### src/rtl/poly_pkg.sv
// Shared widths, watchdog default and FSM state encoding for the poly_solver
// front end (arbiter and solver).
package poly_pkg;

  localparam int X_W         = 8;
  localparam int COEF_W      = 16;
  localparam int Y_W         = 16;
  localparam int TIMEOUT_DEF = 64;

  localparam logic [1:0] S_IDLE       = 2'd0;
  localparam logic [1:0] S_ISSUE      = 2'd1;
  localparam logic [1:0] S_WAIT_VALID = 2'd2;
  localparam logic [1:0] S_WAIT_READY = 2'd3;

endpackage

### src/rtl/poly_arbiter_rr_pick.sv
// Combinational round-robin picker: the first set request bit at or after ptr,
// wrapping modulo N_REQ.
module rr_pick #(
  parameter int N_REQ = 4,
  parameter int ID_W  = 2
) (
  input  logic [N_REQ-1:0] req,
  input  logic [ID_W-1:0]  ptr,
  output logic [N_REQ-1:0] grant,
  output logic [ID_W-1:0]  grant_idx,
  output logic             any
);

  localparam int unsigned NU = N_REQ;

  always_comb begin
    int unsigned idx;
    logic [ID_W-1:0] sel;
    grant     = '0;
    grant_idx = '0;
    any       = 1'b0;
    for (int unsigned i = 0; i < NU; i++) begin
      idx = 32'(ptr) + i;
      if (idx >= NU) idx = idx - NU;
      sel = ID_W'(idx);
      if (!any && req[sel]) begin
        any        = 1'b1;
        grant[sel] = 1'b1;
        grant_idx  = sel;
      end
    end
  end

endmodule

### src/rtl/poly_arbiter.sv
// Round-robin arbiter sharing one poly_solver between N_REQ requesters; returns
// id-tagged results and aborts hung solver operations with a watchdog.
module poly_arbiter
  import poly_pkg::*;
#(
  parameter int N_REQ   = 4,
  parameter int TIMEOUT = TIMEOUT_DEF,
  parameter int ID_W    = 2
) (
  input  logic                      clock,
  input  logic                      reset,
  input  logic [N_REQ-1:0]          req_valid,
  input  logic [N_REQ*X_W-1:0]      req_x,
  input  logic [N_REQ*COEF_W-1:0]   req_a,
  input  logic [N_REQ*COEF_W-1:0]   req_b,
  input  logic [N_REQ*COEF_W-1:0]   req_c,
  output logic [N_REQ-1:0]          req_ack,
  output logic                      resp_valid,
  output logic [ID_W-1:0]           resp_id,
  output logic [Y_W-1:0]            resp_y,
  output logic                      resp_err,
  output logic                      busy,
  output logic                      sv_enable,
  output logic [X_W-1:0]            sv_x,
  output logic [COEF_W-1:0]         sv_a,
  output logic [COEF_W-1:0]         sv_b,
  output logic [COEF_W-1:0]         sv_c,
  input  logic                      sv_ready,
  input  logic                      sv_valid,
  input  logic [Y_W-1:0]            sv_y
);

  localparam int WD_W = $clog2(TIMEOUT);

  logic [1:0]       state;
  logic [ID_W-1:0]  rr_ptr;
  logic [ID_W-1:0]  grant_q;
  logic [WD_W-1:0]  wdog;
  logic [WD_W-1:0]  wdog_inc;
  logic             sv_valid_q;
  logic             vedge;
  logic             take;

  logic [N_REQ-1:0] pick_onehot;
  logic [ID_W-1:0]  pick_idx;
  logic             pick_any;

  rr_pick #(.N_REQ(N_REQ), .ID_W(ID_W)) u_pick (
    .req       (req_valid),
    .ptr       (rr_ptr),
    .grant     (pick_onehot),
    .grant_idx (pick_idx),
    .any       (pick_any)
  );

  assign take      = (state == S_IDLE) && sv_ready && pick_any;
  assign vedge     = sv_valid && !sv_valid_q;
  assign wdog_inc  = wdog + 1'b1;
  assign busy      = (state != S_IDLE);
  assign sv_enable = (state == S_ISSUE);

  // Ack is combinational so it coincides with the operand capture edge; it is
  // masked while reset is held so all outputs read zero during reset.
  always_comb begin
    req_ack = '0;
    if (take && reset) req_ack = pick_onehot;
  end

  always_ff @(posedge clock or negedge reset) begin
    if (!reset) begin
      state      <= S_IDLE;
      rr_ptr     <= '0;
      grant_q    <= '0;
      wdog       <= '0;
      sv_valid_q <= 1'b0;
      resp_valid <= 1'b0;
      resp_id    <= '0;
      resp_y     <= '0;
      resp_err   <= 1'b0;
      sv_x       <= '0;
      sv_a       <= '0;
      sv_b       <= '0;
      sv_c       <= '0;
    end else begin
      sv_valid_q <= sv_valid;
      resp_valid <= 1'b0;
      case (state)
        S_IDLE: begin
          if (take) begin
            sv_x    <= req_x[pick_idx*X_W +: X_W];
            sv_a    <= req_a[pick_idx*COEF_W +: COEF_W];
            sv_b    <= req_b[pick_idx*COEF_W +: COEF_W];
            sv_c    <= req_c[pick_idx*COEF_W +: COEF_W];
            grant_q <= pick_idx;
            rr_ptr  <= (pick_idx == ID_W'(N_REQ - 1)) ? '0 : pick_idx + 1'b1;
            state   <= S_ISSUE;
          end
        end
        S_ISSUE: begin
          wdog  <= '0;
          state <= S_WAIT_VALID;
        end
        S_WAIT_VALID: begin
          if (vedge) begin
            resp_valid <= 1'b1;
            resp_y     <= sv_y;
            resp_id    <= grant_q;
            resp_err   <= 1'b0;
            state      <= S_WAIT_READY;
          end else begin
            // Abort is decided one cycle early so resp_valid lands TIMEOUT
            // cycles after sv_enable.
            wdog <= wdog_inc;
            if (wdog_inc == WD_W'(TIMEOUT - 1)) begin
              resp_valid <= 1'b1;
              resp_y     <= '0;
              resp_id    <= grant_q;
              resp_err   <= 1'b1;
              state      <= S_WAIT_READY;
            end
          end
        end
        S_WAIT_READY: begin
          if (sv_ready) state <= S_IDLE;
        end
        default: state <= S_IDLE;
      endcase
    end
  end

endmodule

### config.mk
export PLATFORM = sky130hd
export DESIGN_NAME = poly_arbiter
export DESIGN_NICKNAME = d
export VERILOG_FILES = /design/src/rtl/poly_pkg.sv /design/src/rtl/poly_arbiter_rr_pick.sv /design/src/rtl/poly_arbiter.sv
export SDC_FILE = /design/constraint.sdc
export NUM_CORES = 1
export LEC_CHECK = 0
export BUFFER_PORTS_ARGS = -buffer_cell sky130_fd_sc_hd__buf_4
export CORE_ASPECT_RATIO = 2
export CORE_MARGIN = 3
export CORE_UTILIZATION = 30
export CTS_BUF_LIST = sky130_fd_sc_hd__clkbuf_8
export CTS_CLUSTER_SIZE = 30
export DETAILED_ROUTE_END_ITERATION = 12
export SETUP_SLACK_MARGIN = 0.4
export SLEW_MARGIN = 25
export SYNTH_ARGS = -nofsm -noshare
export SYNTH_HDL_FRONTEND = slang
export SYNTH_SLANG_ARGS = --single-unit
### constraint.sdc
create_clock -name clock -period 3.66 [get_ports clock]
set_input_delay 0 -clock clock [delete_from_list [all_inputs] [get_ports clock]]
set_output_delay 0 -clock clock [all_outputs]
set_load 0.005 [all_outputs]
==> impl_summary.md, run 1 <==
Clock network
The clock tree root buffer cell is clkbuf_8. The hold buffer count at CTS is 215. The post-CTS setup buffer count is 0. The sink count of the clock tree is 89. Clock tree synthesis inserted a total of 9 buffers. No sink is reached through more buffers than the 2 on the longest clock path. The quantity of gates resized following cts is 0.

The depth of the CTS H-tree is 3.

Run status
The run stopped with a tool error. Progress stopped at 4_1_cts. The tool reported: "[ERROR RSZ-0060] Max buffer count reached".

Logic synthesis
The cell area after synthesis is 5206 sq um. Yosys mapped the design onto 38 distinct sky130hd cell types. In this run, synthesis produced a sequential element count of 89. Counting every instance in the synthesized netlist gives 549.

The post-synthesis net count is 811. The fraction of the yosys area taken by sequential cells is 42.78%. For this run, the leading register cell type out of synthesis is dfrtp_1. In the synthesized netlist the async set-or-reset flop fraction comes to 100.0%. The per-instance average area after synthesis is 9.483 sq um. The synthesized design contains 0 enable-type register cells. The total of warnings raised by yosys is 0.

Floorplan
In this run the count of I/O pins placed on the die edge is 330. Once the floorplan was initialized, standard cells occupied 30.74% of the core. Measured along the y axis, the die boundary spans 192.3 um. The die outline width is 99.15 um. The floorplan has 67 rows.

Placed design
At the end of routability-driven placement, the weighted congestion stood at 0.8467. The total placed cells including tap cells is 1056. The number of input and output port buffers inserted is 329. Summed over all nets, the half-perimeter wirelength after detailed placement is 15250 um.
[cell families after synthesis]
| logic type | count (synthesis) | share of synthesized area (%) |
|---|---|---|
| adder cells (fa/ha/maj) | 14 | 3.365 |
| XOR/XNOR | 5 | 0.8411 |
| multiplexers | 67 | 13.72 |
| AND/OR/NAND/NOR | 162 | 12.64 |
| AO/OA/AOI/OAI | 158 | 21.37 |
| buffers and inverters | 54 | 5.287 |
| flip-flops | 89 | 42.78 |
[Yosys cell counts, types with 2 or more instances]
cell type | count | area (sq um)
dfrtp_1 | 89 | 2227
nor2_1 | 73 | 274.0
nand2_1 | 69 | 259.0
a221oi_1 | 60 | 525.5
mux2i_1 | 59 | 590.6
a21oi_1 | 57 | 285.3
clkbuf_1 | 19 | 71.32
a22o_1 | 17 | 148.9
buf_2 | 16 | 80.08
ha_1 | 14 | 175.2
o21ai_0 | 12 | 60.06
inv_1 | 10 | 37.54
buf_6 | 5 | 56.30
mux2_2 | 5 | 56.30
nand3_1 | 5 | 25.02
a22oi_1 | 4 | 30.03
buf_4 | 4 | 30.03
xor2_1 | 4 | 35.03
mux4_2 | 3 | 67.56
nor3_1 | 3 | 15.01
and3_1 | 2 | 12.51
nand2b_1 | 2 | 12.51
nor3b_1 | 2 | 15.01
[through the flow]
step                      hold WS (ns)  instance area, sq um  setup WS, ns
after global placement         0.06549                  7856        0.7034
after detailed placement       0.06479                  7863        0.6341
after floorplan                -0.2956                  5206        0.5771
==> inputs of run 2 (changes only) <==
- CORE_ASPECT_RATIO: 2 -> unset
- CORE_UTILIZATION: 30 -> 20
- CTS_BUF_LIST: sky130_fd_sc_hd__clkbuf_8 -> unset
- CTS_CLUSTER_SIZE: 30 -> unset
- PLACE_DENSITY_LB_ADDON: unset -> 0.15
- SETUP_SLACK_MARGIN: 0.4 -> unset
==> impl_summary.md, run 2 <==
Logic synthesis
The number of enable flip-flop cells after synthesis is 0. dfrtp_1 takes more of the synthesized area than any other cell. The cell area after synthesis is 5206 sq um. Yosys attributes the largest share of cell area to dfrtp_1 43%, mux2i_1 11%, a221oi_1 10%, a21oi_1 5.5%, nor2_1 5.3%. The synthesized netlist devotes 0.8411% of its cell area to XOR and XNOR gates. Sequential cells were found to cover 42.78% of the synthesized design area. In the synthesized netlist, the cells that appear most often are 89 x dfrtp_1, 73 x nor2_1, 69 x nand2_1. Of the total synthesized cell area, the portion taken by AND, OR, NAND and NOR gates is 12.64%.

The total of warnings raised by yosys is 0. The number of instances in the synthesized netlist is 549. The share of Yosys cell area claimed by the top area cell type is 42.78%. Summing the areas of all compound-gate instances in the mapped netlist gives 21.37% of the synthesized area. The post-synthesis net count is 811. The synthesized netlist contains 38 unique library cells. The per-instance average area after synthesis is 9.483 sq um. In the synthesized netlist the async set-or-reset flop fraction comes to 100.0%. Measured against the total synthesized area, the mux share comes to 13.72%. The post-synthesis share of cell area spent on full adders, half adders and majority gates is 3.365%. In this run, synthesis produced a sequential element count of 89. The cell with the most instances after synthesis is dfrtp_1. The largest family of logic cells by synthesized area is compound AO/OA/AOI/OAI gates. For this run, the leading register cell type out of synthesis is dfrtp_1.

Job
Max-cap violations in this run came to 0.

STA
The post-route minimum period is 3.409 ns. The transition time of the tightest slew-check pin is 0.6287 ns. After routing, the total negative slack on setup checks comes to 0 ns. Dividing the final minimum period by the clock period gives 93.13%. The total count of max-transition violations in the final report is 0.

Measured against its own limit, the worst slew margin works out to 57.81%. The number of endpoints with negative hold slack in the final report is 0. Setup violations remaining at the end of the flow were counted as 0. Clock skew on the completed layout was measured at 0.01003 ns.

Setup repair after global routing left no endpoint under its margin. The final worst slack is 0.2513 ns. Derived from the worst setup path, the maximum achievable clock frequency is 293.4 MHz.

Clock network
The clock passes through at most 2 buffers. The later pin in the worst-skew pair is clocked with a latency of 0.35 ns. The CTS tree is yes. The clock edge transition at the registers on the reported setup and hold paths is 0.07 ns.

The tree is rooted in a clkbuf_16. CTS built an H-tree with a depth of 3. Clock tree synthesis found a total of 89 sinks.

In this run the post-CTS setup repair buffer count came out at 0. TritonCTS created 9 clock buffers.

Min path
The path category of the worst min-delay check is in2reg.

GRT
The number of global-route vias before repair is 6409. The initial antenna violation count is 0. The first global-routing pass estimated 36090 um of wire. The global router's overall resource usage is 16.18%.

Entering global routing, the biggest net connects 59 pins. For this run the aggregate overflow at the end of global routing stands at 0.

Routing
In the routed design, unresolved DRC markers number 0. The first detailed-routing pass took 5 iterations. The total via count in the routed design is 6025.

For this block, the routed nets add up to 23460 um of wire. The count of nets left with antenna violations once routing finished came out at 0. The per-cell routed wire length is 17.88 um. The first routing iteration left 280 violations. In the routed layout, each cell is associated on average with a via count of 4.592.

Cells and area
At the end of the flow, the number of nets in the layout was 1239. From synthesis to final layout, the design area changed by 83.85%. The library cell used most frequently in the layout, excluding fill and tap cells, is buf_4. Fill cells in the final layout number 2598.

Of the cells placed in the final design, the portion with a size suffix greater than 1 is 38.29%. 0 antenna diodes ended up in the layout. The top cell types in the final layout, fill and taps aside, are 336 x buf_4, 117 x dlygate4sd3_1, 88 x dfrtp_1.

Pwr
The clock network burns 14.2% of the power. The portion of total power attributed to combinational logic is 61.6%. The maximum ir drop on the vdd rail is 0.3285 mV. Sequential cells account for 24.2% of the total power.

The power per standard cell area is 742.8 nW/um^2. The fraction of power spent switching nets is 39.72%. Summed over all nets, the switching power comes to 2824 uW.

The internal portion of total power is 4286 uW. The leakage component of the power is 0.004579 uW.

Floorplan
The boundary pin count is 330. The vertical die dimension is 167.3 um. The die is 167.3 um wide.

For this configuration, the core starts out at a cell density of 20.50%. The number of standard-cell rows in the floorplan is 58. The die covers 28000 sq um.

The core region is 25400 sq um.

Placed design
At the placement stage, the worst setup path has a slack of 0.6360 ns. The number of input and output port buffers inserted is 329. The half-perimeter wire length of the detailed placement result is 16270 um. The routability congestion estimate is 0.8075.

Worst setup path
The worst setup path is captured at a flip-flop. The arrival time at the worst endpoint is 3.69 ns. The type of origin of the critical path is a flip-flop. The largest driver fanout on the critical path is 19. The critical path in this run is classified as reg2reg. The critical path required time is 3.95 ns.

Run status
The run finished with clean final reports.
[run 2: layout make-up]
cell class	instances	area [sq um]	share of cell area (%)
repair buffers	461	3850	40.22
multi-input cells	406	2729	28.51
inverters	10	37.54	0.3922
flip-flops and latches	89	2228	23.28
clock buffers	11	252.7	2.641
clock inverters	5	61.31	0.6405
well taps	330	412.9	4.314
[run 2: worst max-delay path, stage by stage, from the launching register on]
cell	delay, ns
dfrtp_2	0.48
inv_1	0.17
ha_1	0.29
mux4_2	0.30
nor2b_1	0.08
or4_1	0.51
and2_4	0.26
buf_4	0.25
mux2i_1	0.16
a221oi_1	0.26
dlygate4sd3_1	0.59
[run 2: kinds of logic after synthesis]
| kind of cell | Yosys count |
|---|---|
| AND/OR/NAND/NOR | 162 |
| AO/OA/AOI/OAI | 158 |
| flip-flops | 89 |
| multiplexers | 67 |
| buffers and inverters | 54 |
| adder cells (fa/ha/maj) | 14 |
| XOR/XNOR | 5 |
[run 2: metal layers]
metal,wire length [um],track usage [%]
met1,10000,20.83
met2,11100,26.77
met3,1867,4.226
met4,480,4.838
met5,0,0
[run 2: timing repair]
action | CTS | global route
gates resized for setup | 0 | 2
setup endpoints to repair | 0 | 42
hold endpoints to repair | 113 | 0
hold buffers | 117 | 0
[run 2: path summary, 6_finish.rpt]
path | start | to | slack [ns] | cells past startpoint
setup / recovery | rr_ptr[1] | sv_c[10] | 0.25 | 10
hold / removal | req_a[39] | sv_a[7] | 0.01 | 3
setup reg to reg | rr_ptr[1] | sv_c[10] | 0.25 | 10
hold reg to reg | grant_q[0] | grant_q[0] | 0.49 | 2
max in group asynchronous | reset | rr_ptr[1] | 2.74 | 3
min in group asynchronous | reset | sv_x[0] | 0.21 | 2
[run 2: power groups by stage]
stage                     clock [uW]  sequential [uW]  combinational, uW
after floorplan                    0             1740               2210
after global placement             0             1730               3840
after detailed placement           0             1730               3810
after CTS                       1050             1720               4330
after global routing            1090             1790               4820
final                           1010             1720               4380
[run 2: through the flow]
| stage | instance area, sq um | std cells | hold WS, ns | util, % | power, uW |
|---|---|---|---|---|---|
| global placement | 8056 | 1178 | 0.05641 | 31.72 | 5564 |
| detailed placement | 8056 | 1178 | 0.05239 | 31.72 | 5539 |
| CTS | 9542 | 1311 | 0.00009137 | 37.57 | 7100 |
| global route | 9572 | 1312 | 0.003460 | 37.68 | 7700 |
| floorplan | 5206 | 549 | -0.2956 | - | 3949 |
| finish | 9572 | 1312 | 0.01422 | 37.68 | 7109 |
(Power assumes the default switching activity.)
==> inputs of run 3 (changes only) <==
- GPL_ROUTABILITY_DRIVEN: unset -> 1
- MAX_ROUTING_LAYER: unset -> met4
- PLACE_DENSITY_LB_ADDON: 0.15 -> 0.05
==> impl_summary.md, run 3 (synthesized netlist as in run 2, its figures left out) <==
Cells and area
The net count of the finished layout is 1283. The count of antenna diodes in the layout is 0. The library cell used most frequently in the layout, excluding fill and tap cells, is buf_4. The fraction of final layout cells with drive strength greater than 1 is 36.84%. Compared with the post-synthesis result, the final layout area differs by 91.23%.

The design area is 9956 sq um. In the layout the commonest cells are 341 x buf_4, 159 x dlygate4sd3_1, 89 x dfrtp_1.

Routing
The total via count in the routed design is 6297. The count of routing violations after the opening detailed-route iteration is 274. The wire length reported by the detailed router is 24540 um. In the final routed layout, each cell accounts on average for 18.10 um. The residual DRC count is 0. The number of vias per cell is 4.644. Before antenna repair, the detailed router went through 4 iterations.

In this run the remaining antenna-violating nets after routing total 0.

Clock network
The CTS tree is yes. The sink count of the clock tree is 89. Counting along the longest clock path gives a buffer depth of 2. The clock tree root buffer cell is clkbuf_16.

The depth of the CTS H-tree is 3. In this run, CTS created clock tree buffers numbering 9. The clock edge transition at the registers on the reported setup and hold paths is 0.07 ns. The clock insertion delay at the later pin of the skew report is 0.35 ns.

STA
The number of setup violations in the final report is 0. After layout, the minimum clock period comes to 3.473 ns. The max-slew headroom at the worst pin is 44.00%. The final clock period utilization by the worst path is 94.88%. For the pin with the worst max-slew slack, the measured transition is 0.8400 ns. The number of endpoints with negative hold slack in the final report is 0. Adding up every negative setup slack in the final design gives 0 ns.

Setup repair after global routing left no endpoint under its margin. The worst-case clock skew is 0.01177 ns. The maximum frequency from static timing analysis is 288.0 MHz.

Hold is met by 0.009737 ns. The total count of max-transition violations in the final report came to 0.

Placed design
The half-perimeter wire length of the detailed placement result is 16630 um. Once placement finished, the instance area stood at 8066 sq um. The congestion estimate from routability-driven global placement came to 0.8211. The number of input and output port buffers inserted is 329.

Job
The max-capacitance violation count is 0.

Pwr
In this run the static leakage power is 0.004773 uW. The maximum ir drop on the vdd rail is 0.4966 mV. The power per standard cell area is 672.5 nW/um^2.

Worst setup path
The arrival time at the worst endpoint is 3.77 ns. The critical path endpoint category is a flip-flop. STA puts the critical path data required time at 3.95 ns. The worst setup path is launched from a flip-flop.

The critical path start-end classification is reg2reg. Of all nets on the critical path, the largest fanout is 57.

Min path
The path category of the worst min-delay check is in2reg.

Floorplan
After floorplanning, the core was sized to cover 25400 sq um. The boundary pin count is 330. The starting utilization of the core area is 20.50%. The die is 167.3 um wide. Measured along the y axis, the die boundary spans 167.3 um. The total die area is 28000 sq um. The number of standard-cell rows in the floorplan is 58.

GRT
The initial antenna violation count came to 0. Global routing finished with a remaining overflow of 0. The largest net degree at the start of global routing is 60. The first global-routing pass estimated 37890 um of wire. The number of global-route vias before repair is 6827. Across every metal layer, demand over resource in global routing totals 17.53%.

Run status
The run finished with clean final reports.
==> run 3: critical path, cell delays in order, from the launching register on <==
cell and delay (ns):
dfrtp_1 0.54, inv_1 0.18, ha_1 0.35, mux4_2 0.30, nor2b_2 0.10, or4_1 0.51, nand2_2 0.11, buf_12 0.29
nand2_1 0.09, a221oi_1 0.29, dlygate4sd3_1 0.59
==> run 3: stage by stage <==
stage | util (%) | cells | worst slack [ns] | power [uW]
2_1_floorplan | - | 549 | 0.5771 | 3949
3_3_place_gp | 31.76 | 1181 | 0.5264 | 5540
3_5_place_dp | 31.76 | 1181 | 0.2887 | 5587
4_1_cts | 39.19 | 1356 | 0.06650 | 6784
5_1_grt | 39.20 | 1356 | 0.002965 | 7218
6_report | 39.20 | 1356 | 0.1874 | 6696
==> run 3: cell type report <==
class | count | area [sq um]
clock buffers | 9 | 225.2
clock inverters | 7 | 70.07
fillers | 2542 | 15440
inverters | 10 | 37.54
multi-input cells | 406 | 2731
flip-flops and latches | 89 | 2227
well taps | 330 | 412.9
repair buffers | 505 | 4252
==> run 3: path summary, 6_finish.rpt <==
| path | cells after the start | start | slack (ns) | end |
|---|---|---|---|---|
| max in group asynchronous | 3 | reset | 2.37 | sv_a[11] |
| hold reg to reg | 2 | grant_q[0] | 0.48 | grant_q[0] |
| setup reg to reg | 10 | rr_ptr[1] | 0.19 | sv_x[1] |
| min in group asynchronous | 2 | reset | 0.30 | resp_err |
| setup / recovery | 10 | rr_ptr[1] | 0.19 | sv_x[1] |
| hold / removal | 3 | req_a[18] | 0.01 | sv_a[2] |
==> run 3: repair_timing <==
action	in CTS	in global routing
hold buffers	159	0
resized for setup	0	1
buffers inserted	0	0
hold endpoints to repair	129	0
endpoints found under the setup margin	0	3
==> run 3: layer usage <==
metal	vias to the layer above	wire [um]	global-route usage [%]	share of wire (%)
met4	0	584	5.158	2.4
met3	35	1601	3.777	6.5
li1	2952	-	-	-
met5	-	0	-	0
met2	281	12530	31.21	51
met1	3029	9822	19.78	40
==> run 3: power breakdown <==
part	total, uW	switching [uW]	internal (uW)
Sequential	1710	274	1440
Clock	979	448	531
Combinational	4000	2050	1950
Total	6700	2780	3920
